### config.mk
export PLATFORM = sky130hd
export DESIGN_NAME = vga_timing_gen
export DESIGN_NICKNAME = d
export VERILOG_FILES = /design/src/rtl/vga_pkg.sv /design/src/rtl/vga_axis_cnt.sv /design/src/rtl/vga_timing_gen.sv
export SDC_FILE = /design/constraint.sdc
export NUM_CORES = 1
export LEC_CHECK = 0
export CORE_AREA = 2 2 89 82
export CTS_BUF_LIST = sky130_fd_sc_hd__clkbuf_4 sky130_fd_sc_hd__clkbuf_8
export DETAILED_ROUTE_END_ITERATION = 12
export DIE_AREA = 0 0 91 84
export PLACE_DENSITY = 0.79
export SYNTH_ARGS = -nofsm -noshare
export SYNTH_HDL_FRONTEND = slang
export SYNTH_SLANG_ARGS = --single-unit
### constraint.sdc
create_clock -name clk -period 3 [get_ports clk]
set_input_delay 0.3 -clock clk [delete_from_list [all_inputs] [get_ports clk]]
set_output_delay 0.3 -clock clk [all_outputs]
set_load 0.005 [all_outputs]
### src/rtl/vga_pkg.sv
// Shared constants for the 800x600@60 VGA timing source.
// Colour-bar table exists only when VGA_TIMING_PATTERN_EN is defined.
`timescale 1ns / 1ps
package vga_pkg;

    localparam int unsigned CNT_W = 11;
    localparam int unsigned RGB_W = 12;

    localparam int unsigned H_ACTIVE = 800;
    localparam int unsigned H_FP     = 40;
    localparam int unsigned H_SYNC   = 128;
    localparam int unsigned H_BP     = 88;
    localparam int unsigned V_ACTIVE = 600;
    localparam int unsigned V_FP     = 1;
    localparam int unsigned V_SYNC   = 4;
    localparam int unsigned V_BP     = 23;

    localparam int unsigned H_TOTAL = H_ACTIVE + H_FP + H_SYNC + H_BP;
    localparam int unsigned V_TOTAL = V_ACTIVE + V_FP + V_SYNC + V_BP;

    localparam int unsigned H_SYNC_START = H_ACTIVE + H_FP;
    localparam int unsigned H_SYNC_STOP  = H_SYNC_START + H_SYNC;
    localparam int unsigned V_SYNC_START = V_ACTIVE + V_FP;
    localparam int unsigned V_SYNC_STOP  = V_SYNC_START + V_SYNC;

    localparam logic SYNC_POL = 1'b1;

`ifdef VGA_TIMING_PATTERN_EN
    localparam int unsigned BAR_W  = 100;
    localparam int unsigned N_BARS = 8;
    // Index 0 is the leftmost bar.
    localparam logic [N_BARS-1:0][RGB_W-1:0] BAR_RGB = {
        12'h000, 12'h00f, 12'hf00, 12'hf0f,
        12'h0f0, 12'h0ff, 12'hff0, 12'hfff
    };
`endif

endpackage

### src/rtl/vga_axis_cnt.sv
// One timing axis: position counter plus next-position blank and sync decode.
`timescale 1ns / 1ps
module vga_axis_cnt
    import vga_pkg::*;
#(
    parameter int unsigned TOTAL    = 1056,
    parameter int unsigned ACTIVE   = 800,
    parameter int unsigned FP       = 40,
    parameter int unsigned SYNC     = 128,
    parameter logic        POLARITY = 1'b1
) (
    input  logic             clk,
    input  logic             rst_n,
    input  logic             step_i,
    output logic [CNT_W-1:0] cnt_next_o,
    output logic             wrap_o,
    output logic             blank_next_o,
    output logic             sync_next_o
);

    localparam logic [CNT_W-1:0] LAST_C       = CNT_W'(TOTAL - 1);
    localparam logic [CNT_W-1:0] ACTIVE_C     = CNT_W'(ACTIVE);
    localparam logic [CNT_W-1:0] SYNC_START_C = CNT_W'(ACTIVE + FP);
    localparam logic [CNT_W-1:0] SYNC_STOP_C  = CNT_W'(ACTIVE + FP + SYNC);

    logic [CNT_W-1:0] cnt_q;
    logic [CNT_W-1:0] cnt_d;

    // wrap_o flags the last position; the caller ANDs it with its own step.
    assign wrap_o = (cnt_q == LAST_C);

    always_comb begin
        cnt_d = cnt_q;
        if (step_i) begin
            cnt_d = wrap_o ? '0 : cnt_q + CNT_W'(1);
        end
    end

    always_ff @(posedge clk or negedge rst_n) begin
        if (!rst_n) begin
            cnt_q <= '0;
        end else begin
            cnt_q <= cnt_d;
        end
    end

    assign cnt_next_o   = cnt_d;
    assign blank_next_o = (cnt_d >= ACTIVE_C);
    assign sync_next_o  = ((cnt_d >= SYNC_START_C) && (cnt_d < SYNC_STOP_C)) ? POLARITY : ~POLARITY;

endmodule

### src/rtl/vga_timing_gen.sv
// VGA timing source: counters, syncs, blanks, start-of-frame strobe and frame counter.
// Define VGA_TIMING_PATTERN_EN to drive 8 colour bars instead of black.
`timescale 1ns / 1ps
module vga_timing_gen
    import vga_pkg::*;
#(
    parameter int unsigned H_ACTIVE = vga_pkg::H_ACTIVE,
    parameter int unsigned H_FP     = vga_pkg::H_FP,
    parameter int unsigned H_SYNC   = vga_pkg::H_SYNC,
    parameter int unsigned H_BP     = vga_pkg::H_BP,
    parameter int unsigned V_ACTIVE = vga_pkg::V_ACTIVE,
    parameter int unsigned V_FP     = vga_pkg::V_FP,
    parameter int unsigned V_SYNC   = vga_pkg::V_SYNC,
    parameter int unsigned V_BP     = vga_pkg::V_BP,
    parameter logic        SYNC_POL = vga_pkg::SYNC_POL
) (
    input  logic             clk,
    input  logic             rst_n,
    input  logic             en_i,
    output logic [CNT_W-1:0] vcount_o,
    output logic             vsync_o,
    output logic             vblnk_o,
    output logic [CNT_W-1:0] hcount_o,
    output logic             hsync_o,
    output logic             hblnk_o,
    output logic [RGB_W-1:0] rgb_o,
    output logic             sof_o,
    output logic [15:0]      frame_cnt_o
);

    localparam int unsigned H_TOT = H_ACTIVE + H_FP + H_SYNC + H_BP;
    localparam int unsigned V_TOT = V_ACTIVE + V_FP + V_SYNC + V_BP;

    logic [CNT_W-1:0] h_next, v_next;
    logic             h_wrap, v_wrap;
    logic             hblnk_d, vblnk_d, hsync_d, vsync_d;
    logic             v_step;
    logic             frame_end;
    logic [RGB_W-1:0] rgb_d;

    logic [CNT_W-1:0] hcount_q, vcount_q;
    logic             hsync_q, vsync_q, hblnk_q, vblnk_q, sof_q;
    logic [RGB_W-1:0] rgb_q;
    logic [15:0]      frame_cnt_q;

    assign v_step    = en_i & h_wrap;
    assign frame_end = en_i & h_wrap & v_wrap;

    vga_axis_cnt #(
        .TOTAL(H_TOT), .ACTIVE(H_ACTIVE), .FP(H_FP), .SYNC(H_SYNC), .POLARITY(SYNC_POL)
    ) u_h_cnt (
        .clk          (clk),
        .rst_n        (rst_n),
        .step_i       (en_i),
        .cnt_next_o   (h_next),
        .wrap_o       (h_wrap),
        .blank_next_o (hblnk_d),
        .sync_next_o  (hsync_d)
    );

    vga_axis_cnt #(
        .TOTAL(V_TOT), .ACTIVE(V_ACTIVE), .FP(V_FP), .SYNC(V_SYNC), .POLARITY(SYNC_POL)
    ) u_v_cnt (
        .clk          (clk),
        .rst_n        (rst_n),
        .step_i       (v_step),
        .cnt_next_o   (v_next),
        .wrap_o       (v_wrap),
        .blank_next_o (vblnk_d),
        .sync_next_o  (vsync_d)
    );

`ifdef VGA_TIMING_PATTERN_EN
    logic [2:0] bar_idx;

    // Priority comparator chain replaces h_next / BAR_W.
    always_comb begin
        bar_idx = '0;
        for (int i = 1; i < int'(N_BARS); i++) begin
            if (h_next >= CNT_W'(i * int'(BAR_W))) begin
                bar_idx = 3'(i);
            end
        end
    end

    assign rgb_d = (hblnk_d || vblnk_d) ? '0 : BAR_RGB[bar_idx];
`else
    assign rgb_d = '0;
`endif

    always_ff @(posedge clk or negedge rst_n) begin
        if (!rst_n) begin
            hcount_q    <= '0;
            vcount_q    <= '0;
            hblnk_q     <= 1'b0;
            vblnk_q     <= 1'b0;
            hsync_q     <= ~SYNC_POL;
            vsync_q     <= ~SYNC_POL;
            rgb_q       <= '0;
            sof_q       <= 1'b0;
            frame_cnt_q <= '0;
        end else begin
            sof_q <= frame_end;
            if (en_i) begin
                hcount_q <= h_next;
                vcount_q <= v_next;
                hblnk_q  <= hblnk_d;
                vblnk_q  <= vblnk_d;
                hsync_q  <= hsync_d;
                vsync_q  <= vsync_d;
                rgb_q    <= rgb_d;
            end
            if (frame_end) begin
                frame_cnt_q <= frame_cnt_q + 16'd1;
            end
        end
    end

    assign hcount_o    = hcount_q;
    assign vcount_o    = vcount_q;
    assign hblnk_o     = hblnk_q;
    assign vblnk_o     = vblnk_q;
    assign hsync_o     = hsync_q;
    assign vsync_o     = vsync_q;
    assign rgb_o       = rgb_q;
    assign sof_o       = sof_q;
    assign frame_cnt_o = frame_cnt_q;

endmodule
After elaboration in Yosys (flattened, before gate mapping)
Index checks and enable logic that the tools add are counted.
{ "word_totals": {"out_inout_bits": 55, "input_bits": 3, "regBits": 65} }
{ "classes": {"mux": 6, "reduce_logical": 2, "addsub": 3, "order_cmp": 6, "n_eq_ne": 2, "bitwise_logic": 2} }
{ "op_table": {"columns": ["cell", "count"], "rows": [
  ["greater-or-equal comparator 11 x 10 -> 1 bit (second input constant)", 4],
  ["two-way mux 11 bit", 4],
  ["adder 11 x 1 -> 11 bit (second input constant)", 2],
  ["less-than comparator 11 x 10 -> 1 bit (second input constant)", 2],
  ["adder 16 x 1 -> 16 bit (second input constant)", 1],
  ["== test 11 x 10 -> 1 bit (second input constant)", 1],
  ["== test 11 bit (second input constant)", 1],
  ["bitwise AND 1 bit", 2],
  ["logical AND 1 bit", 2],
  ["two-way mux 1 bit", 2]
]} }

Longest topological paths before layout
{ "logic_depth": {"ltp_word": 6, "mapped_depth": 9, "ltp_nobuf": 7} }

Modules after synthesis
Synthesis repeated with hierarchy kept, for this count alone.
{ "hier_totals": {"hier_cells": 306, "hier_area_um2": 3353.2} }
{ "modules_own_cells": {"columns": ["mod", "cells_per_inst", "n_inst", "area_each_um2"], "rows": [
  ["vga_timing_gen", 133, 1, 1809.2],
  ["vga_axis_cnt at u_v_cnt", 93, 1, 794.5],
  ["vga_axis_cnt at u_h_cnt", 80, 1, 749.5]
]} }

Worst setup path after synthesis
Ideal clock, no wire load.
{ "synth_timing": {"kind": "register to register", "start": "reg u_h_cnt.cnt_q[0]", "end": "reg vsync_q, in the netlist vsync_o", "synth_period_minus_slack_ns": 2.251, "path_buffers": 2, "required_ns": 2.897, "path_slack_ns": 0.749, "t_arrival_ns": 2.148, "path_stages_with_launch": 10, "cell_sequence": "dfrtp_1 ha_1 buf_2 and3_1 and4_1 clkbuf_1 o22a_1 a211oi_2 nand4_1 o41ai_2"} }
{ "synth_via": {"elab_chain_cells": 6, "word_cells_on_any_way": 7, "classes_between": "2 x order compare; 1 x eq/ne; 2 x mux; 1 x bitwise; 1 x reduce/logical"} }
{ "synth_lines": {"columns": ["item", "line", "rtl"], "rows": [
  ["start, declared", "vga_axis_cnt.sv:26", "logic [CNT_W-1:0] cnt_q;"],
  ["start signal, assigned", "vga_axis_cnt.sv:43", "cnt_q <= cnt_d;"],
  ["== test 11 bit (*)", "vga_axis_cnt.sv:30", "assign wrap_o = (cnt_q == LAST_C);"],
  ["bitwise AND 1 bit (*)", "vga_timing_gen.sv:46", "assign v_step = en_i & h_wrap;"],
  ["two-way mux 11 bit (*)", "vga_axis_cnt.sv:34", "if (step_i) begin"],
  ["greater-or-equal comparator 11 x 10 -> 1 bit / less-than comparator 11 x 10 -> 1 bit (equally long branches)", "vga_axis_cnt.sv:49", "assign sync_next_o = ((cnt_d >= SYNC_START_C) && (cnt_d < SYNC_STOP_C)) ? POLARITY : ~POLARITY;"],
  ["logical AND 1 bit (*)", "vga_axis_cnt.sv:49", null],
  ["two-way mux 1 bit (*)", "vga_axis_cnt.sv:49", null],
  ["end signal, assigned", "vga_timing_gen.sv:98", "vsync_q <= ~SYNC_POL;"],
  ["end signal, assigned", "vga_timing_gen.sv:110", "vsync_q <= vsync_d;"],
  ["end, declared", "vga_timing_gen.sv:42", "logic hsync_q, vsync_q, hblnk_q, vblnk_q, sof_q;"]
]} }
Every way passes the cells marked *; elsewhere a longest branch is shown, timed or not.
A chain may end at the register's enable or synchronous reset.

Final worst setup path
{ "layout_timing": {"start": "reg u_h_cnt.cnt_q[1]", "end": "reg vsync_q, in the netlist vsync_o"} }
The elaborated chain is that of the path after synthesis.

==> impl_metrics.py <==
metrics = {
    "clock_network": {
        "clk_path_buf_depth": 2,
        "cts_root_buf": "clkbuf_8",
        "cts_buffers": 9,
        "cts_max_level": 3,
        "cts.clk_slew.worst_paths_ps": 80,
        "cts.repair.resized": 0,
        "postCtsHoldBufs": 0,
        "cts_tree": "yes",
        "cts.sinks": 65,
        "cts_setup_buffers": 0,
        "clk_latency_ps": 340,
    },
    "logic_synthesis": {
        "synth_warnings": 0,
        "yosys.area.top_type": "dfrtp_1",
        "yosysMostFrequentCell": "dfrtp_1",
        "synth_cells": 318,
        "synth_top_area_share_pct": 49.9,
        "syn_area_um2": 3260,
        "yosysUniqueCellTypes": 53,
        "synthArstFlopShare_pct": 100,
        "ys.flop_type": "dfrtp_1",
        "yosysSeqAreaShare_pct": 49.9,
        "synth_seq_cells": 65,
        "synth.avg_cell_area_um2": 10.2,
        "ys_top_cells_by_area": "dfrtp_1, xnor2_1, mux2_2",
        "yosys-top-cells-count": "dfrtp_1, nor2_1, nand2_1",
        "synth_edf_count": 0,
    },
    "place": {
        "dp_hpwl_um": 4910,
        "place.gp.congestion": 0.921,
        "dp.cells": 446,
        "place.port_buffers": 45,
        "post-place-ws_ps": 239,
    },
    "power_and_ir_drop": {
        "p_leak_nw": 1.76,
        "power.density_nw_per_um2": 513,
        "vdd_ir_drop_max_mv": 0.246,
    },
    "sta": {
        "clock_skew_ps": 11.5,
        "finalCritPeriodShare_pct": 92.8,
        "relSlewSlack_pct": 50.8,
        "fmax_mhz": 359,
        "hold_viol_final": 0,
        "hold_slack_ps": 21.3,
        "rsz0062_at_grt": "false",
        "finalWorstSetupSlack_ps": 217,
        "slew_violations": 0,
        "tightest_slew_ps": 738,
        "min_period_ps": 2780,
        "fin_setup_tns_ps": 0,
        "finalSetupViolCount": 0,
    },
    "drt": {
        "wl_um": 6800,
        "drt_pass1_iterations": 5,
        "post_drt_via_cell_ratio": 5.47,
        "ant_nets": 0,
        "vias": 2527,
        "drtIter0Drc": 194,
        "drc": 0,
        "wl_per_cell_um": 14.7,
    },
    "final_layout": {
        "final_nets": 370,
        "area_growth_pct": 20.3,
        "diodes": 0,
        "layoutNonFillerInstCount": 462,
        "layout-drive-gt1-share_pct": 11.1,
    },
    "die": {
        "core_area_um2": 6820,
        "die_w_um": 91,
        "io_pins": 58,
        "core.rowCount": 29,
        "die_h_um": 84,
        "die-area_um2": 7640,
        "initial_utilization_pct": 47.8,
    },
    "setup_path": {
        "cp_max_fo": 12,
        "crit_arrival_ps": 3020,
        "crit_type": "flop to flop",
        "critPathRequiredTime_ps": 3240,
        "startpoint_type": "flop",
        "cp-end-kind": "flop",
    },
    "global_route": {
        "overflow": 0,
        "grt_first_pass_wirelength_um": 11300,
        "grt_max_degree": 50,
        "grt_usage_pct": 18.5,
        "grt_pass1_vias": 2405,
        "grt_antenna_before_repair": 0,
    },
    "flow_run": {
        "cap_viol_max_count": 0,
    },
    "run_status": {
        "outcome": "finished clean",
    },
    "min_path": {
        "worstHoldPathType": "input pin to async pin",
    },
}
-- stage by stage --
step	instance area [um^2]	util [%]	total power (W)
after CTS	3920	57.5	0.00203
after global placement	3740	54.8	0.00135
after floorplan	3300	-	0.00123
final	3920	57.5	0.00201
after global routing	3920	57.5	0.00212
after detailed placement	3740	54.8	0.00136
-- worst max-delay path: stages, from the launching register on --
cell and delay, ps:
dfrtp_1 390, ha_1 320, and3_1 300, nand4_2 380
or4_4 580, a211oi_2 250, nand4_1 130, o41ai_2 340
-- power breakdown --
part,switching [W],leakage (nW),total (W),internal (W)
Sequential,0.0000790,0.835,0.00103,0.000947
Combinational,0.000156,0.836,0.000317,0.000161
Clock,0.000342,0.0887,0.000665,0.000323
-- state kept, by name (all words and copies together), names as in the netlist, 11 cells and up --
register and count:
u_h_cnt.cnt_q 11, u_v_cnt.cnt_q 11, vcount_o 11, hcount_o 11
frame_cnt_o 16
-- logic make-up (layout without fill, tap and decap cells) --
family	after synthesis	after routing	synth area share [%]
simple gates	117	117	19.4
other cells	1	12	0.115
xor+xnor	32	32	8.60
buf+inv	42	82	6.61
mux	11	11	3.76
fa+ha+maj	3	3	1.15
compound gates	47	47	10.5
flops	65	65	49.9
-- metal layers --
layer	track usage, %	wire length [um]
met1	24.0	2910
met4	4.68	97
met5	0	0
met2	29.8	3230
met3	6.41	554
-- path summary, 6_finish.rpt --
path                                             startpoint                           to  slack (ps)  depth (start not counted)
worst max register to register   u_h_cnt.cnt_q[1]$_DFF_PN0_          vsync_o$_DFFE_PN0P_         220                          7
max in group asynchronous                             rst_n   u_h_cnt.cnt_q[8]$_DFF_PN0_        2260                          2
min in group clk                frame_cnt_o[15]$_DFFE_PN0P_  frame_cnt_o[15]$_DFFE_PN0P_         480                          1
worst min-delay path                                  rst_n   frame_cnt_o[8]$_DFFE_PN0P_          20                          1
worst min register to register  frame_cnt_o[15]$_DFFE_PN0P_  frame_cnt_o[15]$_DFFE_PN0P_         480                          1
worst max-delay path             u_h_cnt.cnt_q[1]$_DFF_PN0_          vsync_o$_DFFE_PN0P_         220                          7
-- cell usage in the layout, fill, tap and decap left out, types with 4 or more instances in the layout --
cell type / instances
nor3_1: 5
inv_1: 17
xnor2_1: 21
a21oi_1: 12
nand2_1: 23
and3_1: 7
nor4_1: 5
mux2_2: 10
and2_1: 4
a31oi_1: 5
o21ai_0: 9
xor2_1: 11
nand4_1: 12
conb_1: 12
clkdlybuf4s50_1: 44
dfrtp_1: 65
buf_4: 4
clkbuf_8: 10
nor2_1: 30
nand3_1: 13
-- final cells by class --
cell class	count	area, um^2
Clock buffer	10	138
Fill cell	638	2900
Tap cell	93	116
Timing Repair Buffer	49	475
Multi-Input combinational cell	222	1460
Sequential cell	65	1630
Inverter	17	63.8
Clock inverter	6	42.5
Note: power is estimated with default switching activity, not from simulation.
